===== src/rtl/channel_accumulator.sv =====
// -----------------------------------------------------------------------------
// channel_accumulator
//
// Accumulates num_channels signed window sums (one per input channel) onto a
// preloaded bias, saturates the total to DATA_W bits, optionally rectifies it
// (ReLU) and presents the finished output pixel over a valid/ready handshake.
// Only one accumulation job is in flight at a time.
//
// Ports:
//   clk          rising-edge clock
//   rst_n        synchronous active-low reset (priority over all inputs)
//   start        one-cycle pulse, loads job configuration (IDLE only)
//   num_channels channel count for the job, sampled on start
//   bias         signed bias, sampled on start
//   relu_en      1 = clamp negative result to 0, sampled on start
//   sum_valid    sum_in carries a valid channel sum
//   sum_in       signed channel sum from the summation stage
//   sum_ready    block accepts sum_in this cycle (high in ACCUM)
//   out_valid    out_data holds a finished pixel (high in OUTPUT)
//   out_data     saturated, optionally rectified result
//   out_ready    consumer accepts out_data
//   busy         high in any state other than IDLE
//
// All outputs are either registers or decoded from the state register, so
// there is no combinational input-to-output path.
// -----------------------------------------------------------------------------
module channel_accumulator #(
  parameter int DATA_W = 16,
  parameter int CH_W   = 8,
  parameter int ACC_W  = 24   // must be >= DATA_W + CH_W
) (
  input  logic              clk,
  input  logic              rst_n,
  input  logic              start,
  input  logic [CH_W-1:0]   num_channels,
  input  logic [DATA_W-1:0] bias,
  input  logic              relu_en,
  input  logic              sum_valid,
  input  logic [DATA_W-1:0] sum_in,
  output logic              sum_ready,
  output logic              out_valid,
  output logic [DATA_W-1:0] out_data,
  input  logic              out_ready,
  output logic              busy
);

  typedef enum logic [1:0] {
    IDLE   = 2'd0,
    ACCUM  = 2'd1,
    OUTPUT = 2'd2
  } state_t;

  state_t              state_reg, state_next;
  logic [ACC_W-1:0]    acc_reg, acc_next;
  logic [CH_W-1:0]     count_reg, count_next;
  logic [CH_W-1:0]     nch_reg, nch_next;
  logic                relu_reg, relu_next;
  logic [DATA_W-1:0]   out_data_reg, out_data_next;

  logic [ACC_W-1:0]    bias_ext;
  logic [ACC_W-1:0]    sum_ext;
  logic [ACC_W-1:0]    acc_sum;
  logic [CH_W-1:0]     last_idx;

  // Sign extension of the DATA_W inputs into the accumulator width.
  assign bias_ext = {{(ACC_W-DATA_W){bias[DATA_W-1]}}, bias};
  assign sum_ext  = {{(ACC_W-DATA_W){sum_in[DATA_W-1]}}, sum_in};
  assign acc_sum  = acc_reg + sum_ext;

  // Index of the final transfer. Only meaningful in ACCUM, where nch_reg is
  // guaranteed non-zero, so the subtraction never wraps there.
  assign last_idx = nch_reg - CH_W'(1);

  // Saturate an accumulator value to the signed DATA_W range, then apply
  // ReLU if requested. The accumulator itself is wide enough never to wrap,
  // so clamping happens only here.
  function automatic logic [DATA_W-1:0] finalize(
    input logic [ACC_W-1:0] x,
    input logic             relu
  );
    logic signed [ACC_W-1:0] xs;
    logic signed [ACC_W-1:0] sat_max;
    logic signed [ACC_W-1:0] sat_min;
    logic [DATA_W-1:0]       res;
    xs      = signed'(x);
    sat_max = signed'({{(ACC_W-DATA_W+1){1'b0}}, {(DATA_W-1){1'b1}}});
    sat_min = signed'({{(ACC_W-DATA_W+1){1'b1}}, {(DATA_W-1){1'b0}}});
    if (xs > sat_max) begin
      res = {1'b0, {(DATA_W-1){1'b1}}};
    end else if (xs < sat_min) begin
      res = {1'b1, {(DATA_W-1){1'b0}}};
    end else begin
      res = x[DATA_W-1:0];
    end
    if (relu && res[DATA_W-1]) begin
      res = '0;
    end
    return res;
  endfunction

  // State and datapath registers.
  always_ff @(posedge clk) begin
    if (!rst_n) begin
      state_reg    <= IDLE;
      acc_reg      <= '0;
      count_reg    <= '0;
      nch_reg      <= '0;
      relu_reg     <= 1'b0;
      out_data_reg <= '0;
    end else begin
      state_reg    <= state_next;
      acc_reg      <= acc_next;
      count_reg    <= count_next;
      nch_reg      <= nch_next;
      relu_reg     <= relu_next;
      out_data_reg <= out_data_next;
    end
  end

  // Next-state and datapath update.
  always_comb begin
    state_next    = state_reg;
    acc_next      = acc_reg;
    count_next    = count_reg;
    nch_next      = nch_reg;
    relu_next     = relu_reg;
    out_data_next = out_data_reg;

    case (state_reg)
      IDLE: begin
        // sum_valid is deliberately ignored here.
        if (start) begin
          nch_next  = num_channels;
          relu_next = relu_en;
          if (num_channels != '0) begin
            acc_next   = bias_ext;
            count_next = '0;
            state_next = ACCUM;
          end else begin
            // Zero-channel job: the pixel is just the finalized bias. The
            // live relu_en is used because the latch is updated this cycle.
            out_data_next = finalize(bias_ext, relu_en);
            state_next    = OUTPUT;
          end
        end
      end

      ACCUM: begin
        // sum_ready is 1 in this state, so sum_valid alone marks a transfer.
        // start is ignored while busy.
        if (sum_valid) begin
          acc_next   = acc_sum;
          count_next = count_reg + CH_W'(1);
          if (count_reg == last_idx) begin
            out_data_next = finalize(acc_sum, relu_reg);
            state_next    = OUTPUT;
          end
        end
      end

      OUTPUT: begin
        // out_data_reg holds steady here and after the handshake.
        if (out_ready) begin
          state_next = IDLE;
        end
      end

      default: begin
        state_next = IDLE;
      end
    endcase
  end

  // Outputs decoded from state or taken straight from registers.
  assign sum_ready = (state_reg == ACCUM);
  assign out_valid = (state_reg == OUTPUT);
  assign busy      = (state_reg != IDLE);
  assign out_data  = out_data_reg;

endmodule


===== config.mk =====
export PLATFORM = sky130hd
export DESIGN_NAME = channel_accumulator
export DESIGN_NICKNAME = d
export VERILOG_FILES = /design/src/rtl/channel_accumulator.sv
export SDC_FILE = /design/constraint.sdc
export NUM_CORES = 1
export LEC_CHECK = 0
export ABC_CLOCK_PERIOD_IN_PS = 2770
export BUFFER_PORTS_ARGS = -buffer_cell sky130_fd_sc_hd__buf_2
export CAP_MARGIN = 10
export CORE_MARGIN = 10
export CORE_UTILIZATION = 25
export DETAILED_ROUTE_END_ITERATION = 8
export GPL_TIMING_DRIVEN = 0
export PLACE_DENSITY = 0.48
export SLEW_MARGIN = 10
export SYNTH_ARGS = -nofsm -noshare
export SYNTH_HDL_FRONTEND = slang
export SYNTH_SLANG_ARGS = --single-unit

===== constraint.sdc =====
create_clock -name clk -period 2.77 [get_ports clk]
set_input_delay 0.277 -clock clk [delete_from_list [all_inputs] [get_ports clk]]
set_output_delay 0.277 -clock clk [all_outputs]
set_load 0.05 [all_outputs]

Word level (Yosys, flattened, before mapping):

Cells that the tools add are included.

* logic and storage cells: 63
* output and inout port bits: 19
* register bits after elaboration: 59
* input bits: 46

* reductions and logical operators: 10
* add/sub/neg operators: 3
* multiplexer cells: 31
* eq/ne operators: 9
* magnitude comparators: 4

Operators with widths (number)
* 2-to-1 mux 16 bit: 16
* 2-to-1 mux 24 bit: 3
* case mux 24 bit (2 select lines): 1
* case mux 16 bit (2 select lines): 1
* adder 24 bit: 1
* > comparator 24 x 16 -> 1 bit (second input constant): 1
* less-than comparator 24 x 16 -> 1 bit (second input constant): 1
* 2-to-1 mux 8 bit: 3
* > comparator 16 bit (second input constant): 1
* less-than comparator 16 bit (second input constant): 1
* case mux 8 bit (2 select lines): 1
* 2-to-1 mux 2 bit: 5
* adder 8 x 1 -> 8 bit (second input constant): 1
* equality test 8 bit: 1
* inequality test 2 bit (second input constant): 4
* AND reduction 4 bit: 2
* nonzero test 8 bit: 1
* subtractor 8 x 1 -> 8 bit (second input constant): 1
* case mux 2 bit (3 select lines): 1
* AND reduction 5 bit: 1
* inequality test 2 x 1 -> 1 bit (second input constant): 2
* nonzero test 2 bit: 2
* equality test 2 x 1 -> 1 bit (second input constant): 1
* equality test 2 bit (second input constant): 1
* other kinds (3): 4

Longest topological paths before layout:

Gate-level depths: netlist (run 1).

* depth in word-level cells: 12
* depth in mapped cells: 13

Worst setup path before layout (run 1):

Ideal clock, no wire load.

* path kind: flip-flop to flip-flop
* start: register acc_reg[1]
* end: register out_data_reg[5], in the netlist out_data[5]
* arrival time: 2.789 ns
* stages on the path, launching flop included: 13
* clock period less this slack: 2.911 ns
* path slack: -0.141 ns
* library setup time: 0.122 ns
* cells stage by stage: dfxtp_1 -> ha_1 -> a211oi_4 -> o311ai_4 -> a41o_4 -> a221oi_4 -> xor2_1 -> nand3_1 -> nor4_2 -> a311oi_2 -> buf_6 -> a311oi_1 -> nor2_1

* longest elaborated chain between the ends: 12
* elaborated cells between the ends (all ways): 13

Ends and longest elaborated chain
* start: declaration: RTL line 54 `logic [ACC_W-1:0] acc_reg, acc_next;`
* start signal: assignment: RTL line 112 `acc_reg <= acc_next;`
* adder 24 bit (*): RTL line 68 `assign acc_sum = acc_reg + sum_ext;`
* less-than comparator 24 x 16 -> 1 bit: RTL line 90 `end else if (xs < sat_min) begin`
* 2-to-1 mux 16 bit: RTL line 90
* 2-to-1 mux 16 bit (*): RTL line 88 `if (xs > sat_max) begin`
* 2-to-1 mux 16 bit (*): RTL line 154 `if (count_reg == last_idx) begin`
* 2-to-1 mux 16 bit (*): RTL line 151 `if (sum_valid) begin`
* 2-to-1 mux 16 bit (*): RTL line 129 `case (state_reg)`
* logical AND 1 bit: RTL line 95 `if (relu && res[DATA_W-1]) begin`
* 2-to-1 mux 16 bit (*): RTL line 95
* 2-to-1 mux 16 bit (*): RTL line 154
* 2-to-1 mux 16 bit (*): RTL line 151
* case mux 16 bit (2 select lines) (*): RTL line 129
* end signal: assignment: RTL line 116 `out_data_reg <= out_data_next;`
* end: declaration: RTL line 58 `logic [DATA_W-1:0] out_data_reg, out_data_next;`

Mark *: on every way between the ends. The rest lies on a longest branch, timed or not. The select of a mux whose other input is x is not followed.
A chain may end at the register's enable or synchronous reset.

Worst setup path in the final report (run 1):

* start: register acc_reg[1]
* end: register out_data_reg[12], in the netlist out_data[12]

The elaborated chain is that of the path after synthesis.

==> results.py, run 1 <==
metrics = {
    "critical_path": {
        "start_kind": "flip-flop",
        "arrival_ns": 3.40,
        "critical_path_class": "flip-flop to flip-flop",
        "crit_fanout": 5,
        "worst_setup_path_end_kind": "flip-flop",
        "required_ns": 3.04,
    },
    "logic_synthesis": {
        "yosys_warnings": 0,
        "async_flop_share": 0,
        "ys_ff_latch": 59,
        "yosysTopAreaCell": "dfxtp_1",
        "synth_area_mm2": 0.00416,
        "synth_top_cells_by_area": "dfxtp_1 28%, ha_1 7.5%, o21ai_0 4.9%",
        "synthesis.nets": 577,
        "synthFlopType": "dfxtp_1",
        "syn_avg_cell_area_um2": 8.24,
        "ys_seq_area_frac": 0.284,
        "synthCells": 505,
        "synth_cell_types": 61,
        "synth_edf_count": 0,
        "synth_top_cell_area_share": 0.284,
    },
    "global_routing": {
        "grt_start_max_net_pins": 12,
        "grt_usage": 0.134,
        "gr-total-overflow": 0,
        "grt_pass1_vias": 4334,
        "antenna_found_initial": 0,
        "grt_pass1_wl_um": 23800,
    },
    "routing": {
        "dr.pass1.iters": 5,
        "first_iter_violations": 251,
        "viasPerCell": 5.14,
        "wirelength_um": 14900,
        "drc_errors": 0,
        "ant_nets": 0,
        "num_vias": 4225,
        "wl_per_cell_um": 18.1,
    },
    "min_path": {
        "min_path_type": "input pin to flip-flop",
    },
    "placed_design": {
        "place_congestion": 0.859,
        "dpl_worst_slack_ns": -0.822,
        "port_buffers": 63,
        "hpwl_um": 11000,
    },
    "die": {
        "dieWidth_um": 149,
        "die_area_mm2": 0.0222,
        "dieHeight_um": 149,
        "coreArea_mm2": 0.0165,
        "pin_count": 65,
        "initial_utilization": 0.253,
        "rows": 47,
    },
    "cts": {
        "htree_levels": 3,
        "cts.hold.buffers_added": 0,
        "cts.sinks": 59,
        "cts_buffer_depth": 2,
        "cts_tree": "yes",
        "clk_pin_slew_worst_paths_ns": 0.06,
        "clock_latency_ns": 0.34,
        "numCtsBuffers": 9,
        "cts-root-buf": "clkbuf_16",
    },
    "sta": {
        "fin_crit_sh": 1.13,
        "drv_slew": 0,
        "worst_slack_ns": -0.360,
        "skew_ns": 0.00662,
        "setup-violations-final": 16,
        "grt_setup_unrepaired": "true",
        "max-slew-margin-rel": 0.303,
        "worst_pin_slew_ns": 1.04,
        "hold_viol": 0,
        "fmax_mhz": 319,
        "min_period_ns": 3.13,
        "hold_slack_ns": 0.219,
    },
    "status": {
        "status": "finished with violations",
        "violations": "negative setup slack",
    },
    "cells_and_area": {
        "final_nets": 669,
        "nFillCells": 1734,
        "drive_above_1_share": 0.307,
        "largest_reg_flops": 24,
        "diodes": 0,
        "area_growth_pct": 33.4,
    },
    "power_and_ir_drop": {
        "p_total_mw": 3.51,
        "leakagePower_nw": 2.28,
        "powerDensity_mw_per_mm2": 633,
        "ir_worst_vdd_mv": 0.392,
    },
    "run": {
        "maxCapViolCount": 0,
    },
}
worst max-delay path, cell delays in order, from the launching register on:
cell      delay (ns)
dfxtp_4         0.35
ha_4            0.22
a211oi_4        0.34
o311ai_4        0.14
a41o_4          0.29
a221oi_4        0.37
xor2_2          0.14
buf_4           0.15
nor3_2          0.14
nand4_1         0.16
o31ai_4         0.34
buf_6           0.21
a311oi_2        0.11
nor2_1          0.10
final cells by class:
cell class                      instances  area (um^2)  area share
Multi-Input combinational cell        407         3120       0.562
Sequential cell                        59         1190       0.214
Timing Repair Buffer                   83          477      0.0859
Tap cell                              220          275      0.0496
Clock buffer                           10          239      0.0431
Buffer                                 28          154      0.0277
Clock inverter                          6         63.8      0.0115
Inverter                                9         33.8     0.00609
worst paths after layout:
path | from | endpoint | slack, ns | cells past startpoint
worst max-delay path | acc_reg[1] | out_data[12] | -0.36 | 13
worst min-delay path | num_channels[3] | nch_reg[3] | 0.22 | 3
worst max register to register | acc_reg[1] | out_data[12] | -0.36 | 13
worst min register to register | out_data[15] | out_data[15] | 0.51 | 1
where the power goes:
part / internal [mW] / switching, mW / leakage (nW)
clock network: 0.721 / 0.443 / 0.145
logic: 0.550 / 0.822 / 1.65
registers: 0.923 / 0.0542 / 0.486
repair_timing:
item	CTS	global route
cloned	1	0
endpoints found under the setup margin	19	21
gates resized for setup	31	39
pin swaps	26	30
buffers inserted	13	6
synth_stat cells, types with 2 or more instances:
library cell,n
dfxtp_1,59
buf_2,7
a21boi_0,2
ha_1,25
a21oi_1,34
a31oi_1,14
nor4_1,5
xnor2_2,2
or2_2,2
o21ai_1,2
xnor2_1,22
nand3b_1,2
nand2b_1,9
a311oi_1,13
a211o_1,2
inv_1,9
nor2b_1,11
nand4_1,5
nor4_2,2
buf_6,2
o22ai_1,2
and3_1,2
o21ai_0,41
nor2_1,49
o31ai_1,2
o211a_1,4
nor3_1,4
a21o_1,8
mux2i_1,10
nand2_1,54
o221a_2,5
a211oi_2,4
o221ai_1,15
nand3_1,13
xor2_1,15
and2_1,2
o21bai_1,4
clkbuf_1,19
per-layer routing:
metal / track usage / vias up / wire, um
met1: 0.168 / 2031 / 6720
met2: 0.223 / 123 / 7110
met5: 0 / - / 0
li1: - / 2047 / -
met4: 0.0397 / 0 / 267
met3: 0.0306 / 24 / 806
per-stage QoR:
stage                     area [um^2]  instances   util  TNS (ns)
after global placement           4770        788  0.290    -11.45
after global routing             5550        822  0.337     -7.71
final                            5550        822  0.337     -4.86
after CTS                        5340        818  0.324     -5.47
after floorplan                  4180        505      -    -0.465
after detailed placement         4770        788  0.290    -12.35
cells in the final DEF (no fill, tap or decap), types with 4 or more instances in the layout:
cell       netlist  routed
buf_2            7      68
dfxtp_1         59      57
nand2_1         54      52
nor2_1          49      47
o21ai_0         41      39
a21oi_1         34      29
xnor2_1         22      19
buf_4            1      18
ha_1            25      16
o221ai_1        15      15
clkbuf_1        19      14
xor2_1          15      13
a31oi_1         14      12
nand3_1         13      11
nor2b_1         11      11
a311oi_2         1      10
mux2i_1         10      10
nand2b_1         9       9
inv_1            9       9
clkbuf_16        0       9
a21o_1           8       8
buf_6            2       7
o221a_2          5       5
nand4_1          5       5
ha_2             0       5
a211oi_2         4       4
o211a_1          4       4
nor4_1           5       4
xnor2_2          2       4
a21oi_2          1       4
ha_4             0       4
kinds of logic after synthesis:
| kind of cell | after synthesis | synth area share |
|---|---|---|
| AO/OA/AOI/OAI | 168 | 0.300 |
| AND/OR/NAND/NOR | 164 | 0.185 |
| flip-flops | 59 | 0.284 |
| XOR/XNOR | 39 | 0.0857 |
| buffers and inverters | 39 | 0.0418 |
| adder cells (fa/ha/maj) | 26 | 0.0800 |
| multiplexers | 10 | 0.0241 |
Power figures use the tool's default switching activity.
==> run 2, diff against run 1 <==
CORE_UTILIZATION = 40   (was 25)
CTS_BUF_LIST = sky130_fd_sc_hd__clkbuf_4   (was unset)
GPL_TIMING_DRIVEN = unset   (was 0)
PLACE_DENSITY = 0.67   (was 0.48)
==> run 2 against run 1 <==
Compared with the run above: sequential share of layout area down 0.18 points; utilization rose by 21 points; largest power group unchanged; power decreased by 8.8%; the flow still finishes with violations (negative setup slack); register-to-register slack improved by 0.09 ns; sequential power fell by 0.4%; largest cell class unchanged; die area fell by 33%; routed wire length decreased by 12%; flip-flop and latch count is the same.
==> results.py, run 2 (synthesis gave the netlist of run 1 again) <==
metrics = {
    "status": {
        "status": "finished with violations",
        "violations": "negative setup slack",
    },
    "sta": {
        "setup-violations-final": 16,
        "skew_ns": 0.0177,
        "min_period_ns": 3.04,
        "max-slew-margin-rel": 0.419,
        "drv_slew": 0,
        "fin_crit_sh": 1.10,
        "worst_pin_slew_ns": 0.871,
        "worst_slack_ns": -0.272,
        "fmax_mhz": 329,
        "grt_setup_unrepaired": "true",
        "hold_viol": 0,
    },
    "critical_path": {
        "critical_path_class": "flip-flop to flip-flop",
        "critical_path.top_delay_family": "compound AO/OA/AOI/OAI gates",
        "rr_startpoint": "acc_reg[1]",
        "start_kind": "flip-flop",
        "slowest_stage": "dfxtp_2",
        "required_ns": 3.10,
        "crit_fanout": 5,
        "r2r-end": "out_data[14]",
        "critical_path_buf_inv_count": 3,
        "r2r_slack_ns": -0.27,
        "crit_path_max_incr_delay_ns": 0.37,
        "worst_setup_path_end_kind": "flip-flop",
        "worstSetupStartpoint": "acc_reg[1]",
        "path_cells": "ha_4, a211oi_4, o311ai_4, buf_6, a311oi_2, a31oi_2, buf_4, a21o_1, a21oi_2, xnor2_2, o31ai_4, buf_6, a311oi_2, nor2_1",
        "ff2ff_path_depth": 14,
        "arrival_ns": 3.37,
    },
    "run": {
        "maxCapViolCount": 0,
    },
    "cts": {
        "cts.hold.buffers_added": 0,
        "clock_latency_ns": 0.44,
        "cts_buffer_depth": 2,
        "clk_pin_slew_worst_paths_ns": 0.13,
        "cts_tree": "yes",
        "htree_levels": 3,
        "cts.sinks": 59,
        "numCtsBuffers": 9,
        "cts-root-buf": "clkbuf_4",
    },
    "min_path": {
        "min_path_type": "input pin to flip-flop",
        "holdPathStages": 3,
        "hold_end": "nch_reg[7]",
        "holdCritStartpoint": "num_channels[7]",
    },
    "routing": {
        "viasPerCell": 5.64,
        "num_vias": 4338,
        "dr.pass1.iters": 5,
        "ant_nets": 0,
        "wl_per_cell_um": 17.0,
        "first_iter_violations": 302,
        "drc_errors": 0,
        "wirelength_um": 13000,
    },
    "placed_design": {
        "dpl_worst_slack_ns": -0.495,
        "place_congestion": 0.939,
        "hpwl_um": 9290,
        "port_buffers": 64,
    },
    "die": {
        "rows": 37,
        "dieHeight_um": 122,
        "coreArea_mm2": 0.0102,
        "die_area_mm2": 0.0149,
        "dieWidth_um": 122,
        "pin_count": 65,
        "initial_utilization": 0.407,
    },
    "cells_and_area": {
        "final_nets": 699,
        "final_cell_mix": "69 x buf_4, 64 x buf_2, 57 x dfxtp_1",
        "area_growth_pct": 34.3,
        "largest_reg_flops": 24,
        "drive_above_1_share": 0.358,
        "final_common_cell": "buf_4",
        "final_core_util": 0.546,
    },
    "global_routing": {
        "grt_usage": 0.167,
        "antenna_found_initial": 1,
        "gr-total-overflow": 0,
        "grt_pass1_vias": 4156,
        "grt_start_max_net_pins": 36,
        "grt_pass1_wl_um": 20200,
    },
    "power_and_ir_drop": {
        "powerDensity_mw_per_mm2": 574,
        "ir_worst_vdd_mv": 0.205,
        "leakagePower_nw": 2.43,
    },
}
run 2: layout make-up:
| type | count | area (um^2) |
|---|---|---|
| antenna | 1 | 2.50 |
| clock buffer | 9 | 67.6 |
| clock inverter | 7 | 101 |
| fill | 917 | 4650 |
| inverter | 9 | 37.5 |
| multi-input combinational | 407 | 3080 |
| sequential | 59 | 1180 |
| tap | 136 | 170 |
| timing repair buffer | 141 | 946 |
run 2: how the worst max path moves through the flow:
stage	end	slack, ns	cells after the start
after floorplan	out_data[5]	-0.07	12
after global placement	out_data[0]	-0.38	13
after detailed placement	out_data[1]	-0.50	14
after CTS	out_data[0]	-0.28	12
after global routing	out_data[3]	-0.45	15
final	out_data[14]	-0.27	14
run 2: repair_timing:
action	in CTS	in global routing
gates cloned	1	0
gates resized for setup	11	43
pin swaps	15	27
buffers inserted	2	6
setup endpoints to repair	16	19
run 2: power breakdown:
group / internal, mW / switching, mW
sequential: 0.922 / 0.0515
clock: 0.371 / 0.382
combinational: 0.655 / 0.823
total: 1.95 / 1.26
run 2: layer usage:
metal	vias to the layer above	GRT usage	share of wire
met5	-	0	0
met2	122	0.283	0.51
met3	17	0.0379	0.058
li1	2109	-	-
met4	0	0.0730	0.016
met1	2090	0.198	0.42
run 2: metrics by stage:
| step | instances | setup TNS [ns] | power (mW) | hold slack, ns | cell area [um^2] |
|---|---|---|---|---|---|
| after floorplan | 505 | -0.465 | 1.81 | 0.446 | 4180 |
| after global placement | 744 | -5.01 | 2.23 | 0.488 | 5070 |
| after detailed placement | 744 | -6.34 | 2.26 | 0.502 | 5070 |
| after CTS | 763 | -3.82 | 3.07 | 0.0847 | 5320 |
| after global routing | 769 | -6.61 | 3.39 | 0.0890 | 5590 |
| final | 769 | -3.55 | 3.20 | 0.110 | 5590 |
run 2: worst reg2reg max path: stages (launching register included):
cell and delay, ns:
dfxtp_2 0.37, ha_4 0.21, a211oi_4 0.29, o311ai_4 0.15, buf_6 0.15, a311oi_2 0.21
a31oi_2 0.15, buf_4 0.16, a21o_1 0.19, a21oi_2 0.18, xnor2_2 0.20, o31ai_4 0.17
buf_6 0.18, a311oi_2 0.27, nor2_1 0.07
==> run 3, diff against run 2 <==
CELL_PAD_IN_SITES_DETAIL_PLACEMENT = 0   (was unset)
CELL_PAD_IN_SITES_GLOBAL_PLACEMENT = 2   (was unset)
CORE_MARGIN = 2   (was 10)
CORE_UTILIZATION = 32   (was 40)
HOLD_SLACK_MARGIN = 0.05   (was unset)
PLACE_DENSITY = 0.84   (was 0.67)
==> run 3 against run 2 <==
Compared with the run above: the flow still finishes with violations (negative setup slack); setup slack lost 0.042 ns; cell count rose by 5.7%; flip-flop and latch count unchanged; fmax is 1.3% lower; cell area increased by 3.1%; combinational power up 3%; sequential power increased by 1%; utilization down 9.1 points; via count down 0.30%; global-route usage rose by 2.3 points; count of clock-buffer cells in the layout unchanged; first-iteration DRC count down 9.3%; highest routed layer unchanged.
==> results.py, run 3 (synthesis gave the netlist of run 1 again) <==
metrics = {
    "global_routing": {
        "grt_usage": 0.190,
        "antenna_found_initial": 0,
        "grt_pass1_wl_um": 21100,
        "grt_pass1_vias": 4132,
        "gr-total-overflow": 0,
        "grt_start_max_net_pins": 46,
    },
    "status": {
        "status": "finished with violations",
        "violations": "negative setup slack",
    },
    "die": {
        "initial_utilization": 0.328,
        "coreArea_mm2": 0.0127,
        "die_area_mm2": 0.0139,
        "dieWidth_um": 118,
        "pin_count": 65,
        "rows": 41,
        "dieHeight_um": 118,
    },
    "cells_and_area": {
        "drive_above_1_share": 0.379,
        "final_core_util": 0.455,
        "diodes": 0,
        "final_nets": 708,
        "area_growth_pct": 38.5,
        "largest_reg_flops": 24,
        "final_common_cell": "buf_4",
        "fin_cells": 813,
        "final_cell_mix": "79 x buf_4, 64 x buf_2, 52 x nand2_1",
    },
    "sta": {
        "worst_pin_slew_ns": 1.11,
        "fin_crit_sh": 1.11,
        "max-slew-margin-rel": 0.260,
        "worst_slack_ns": -0.313,
        "setup-violations-final": 15,
        "grt_setup_unrepaired": "true",
        "drv_slew": 0,
        "hold_viol": 0,
        "fmax_mhz": 324,
        "skew_ns": 0.0177,
        "min_period_ns": 3.08,
    },
    "critical_path": {
        "critical_path.top_delay_family": "compound AO/OA/AOI/OAI gates",
        "r2r-end": "out_data[12]",
        "critical_path_class": "flip-flop to flip-flop",
        "ff2ff_path_depth": 13,
        "arrival_ns": 3.48,
        "path_cells": "ha_4, a211oi_4, o311ai_4, a41o_4, a221oi_4, xor2_2, buf_4, nor3_4, nand4_1, o31ai_4, buf_12, a311oi_2, nor2_1",
        "worst_setup_path_end_kind": "flip-flop",
        "start_kind": "flip-flop",
        "worstSetupStartpoint": "acc_reg[1]",
        "required_ns": 3.16,
        "rr_startpoint": "acc_reg[1]",
        "crit_fanout": 10,
        "critPathCapture": "out_data[12]",
        "cp.depth": 13,
        "critical_path_buf_inv_count": 2,
        "crit_path_max_incr_delay_ns": 0.36,
        "r2r_slack_ns": -0.31,
        "slowest_stage": "a221oi_4",
    },
    "placed_design": {
        "hpwl_um": 9340,
        "dp_cells": 783,
        "place_congestion": 0.840,
        "port_buffers": 64,
    },
    "routing": {
        "wl_per_cell_um": 16.2,
        "ant_nets": 0,
        "dr.pass1.iters": 4,
        "viasPerCell": 5.32,
        "wirelength_um": 13100,
        "num_vias": 4325,
        "drc_errors": 0,
        "first_iter_violations": 274,
    },
    "cts": {
        "cts-root-buf": "clkbuf_4",
        "clk_pin_slew_worst_paths_ns": 0.11,
        "clock_latency_ns": 0.46,
        "cts_buffer_depth": 2,
        "cts_tree": "yes",
        "numCtsBuffers": 9,
        "htree_levels": 3,
        "cts.sinks": 59,
    },
    "power_and_ir_drop": {
        "ir_worst_vdd_mv": 0.217,
        "powerDensity_mw_per_mm2": 566,
        "leakagePower_nw": 2.46,
        "p_total_mw": 3.26,
    },
    "run": {
        "maxCapViolCount": 0,
    },
    "min_path": {
        "min_path_type": "input pin to flip-flop",
    },
}
==> run 3: changes by cell type in the layout (fill, tap and decap cells not counted), sizes merged <==
cell	previous run	this run
buf	141	149
clkinvlp	3	0
clkinv	2	4
diode	1	0
dlygate4sd3	0	1
inv	9	10
==> run 3: what timing repair did <==
action	CTS	global route
gates cloned	0	0
endpoints found under the setup margin	17	18
endpoints found under the hold margin	0	1
resized for setup	40	19
setup buffers	8	5
hold buffers	0	1
pin swaps	17	14
==> run 3: where the power goes <==
group	switching, mW	internal, mW	total, mW
combinational	0.820	0.698	1.52
sequential	0.0614	0.926	0.988
clock	0.386	0.371	0.756
total	1.27	2.00	3.26
==> run 3: worst min path at each step <==
stage / depth (start not counted) / slack (ns) / start / end
6_report: 3 / 0.08 / bias[8] / acc_reg[8]
5_1_grt: 3 / 0.06 / num_channels[4] / nch_reg[4]
4_1_cts: 3 / 0.06 / bias[8] / acc_reg[8]
3_5_place_dp: 1 / 0.50 / acc_reg[2] / acc_reg[2]
3_3_place_gp: 1 / 0.49 / acc_reg[2] / acc_reg[2]
2_1_floorplan: 2 / 0.45 / bias[3] / acc_reg[3]
==> run 3: tightest hold or removal path, cell delays in order <==
cell     delay, ns
buf_2         0.10
nand2_1       0.07
a31oi_1       0.08
==> run 3: area by class of cell <==
cell class / instances / area (um^2)
Clock buffer: 9 / 67.6
Clock inverter: 7 / 100
Fill cell: 1258 / 6910
Inverter: 9 / 33.8
Multi-Input combinational cell: 407 / 3140
Sequential cell: 59 / 1200
Tap cell: 172 / 215
Timing Repair Buffer: 150 / 1010
==> run 3: per-stage QoR <==
stage	worst slack, ns	hold WS [ns]	TNS (ns)	cell area [um^2]
floorplan	-0.0664	0.446	-0.465	4180
global placement	-0.397	0.493	-5.20	5150
detailed placement	-0.477	0.497	-6.87	5150
CTS	-0.219	0.0556	-2.45	5620
global route	-0.442	0.0616	-6.22	5760
finish	-0.313	0.0830	-4.08	5760
==> run 3: per-layer routing <==
metal	wire length, um	vias to the layer above	part of all wire	global-route usage
met1	6120	2051	0.47	0.247
met4	303	0	0.023	0.0761
met2	6090	121	0.46	0.299
met5	0	-	0	0
met3	632	23	0.048	0.0484
li1	-	2130	-	-
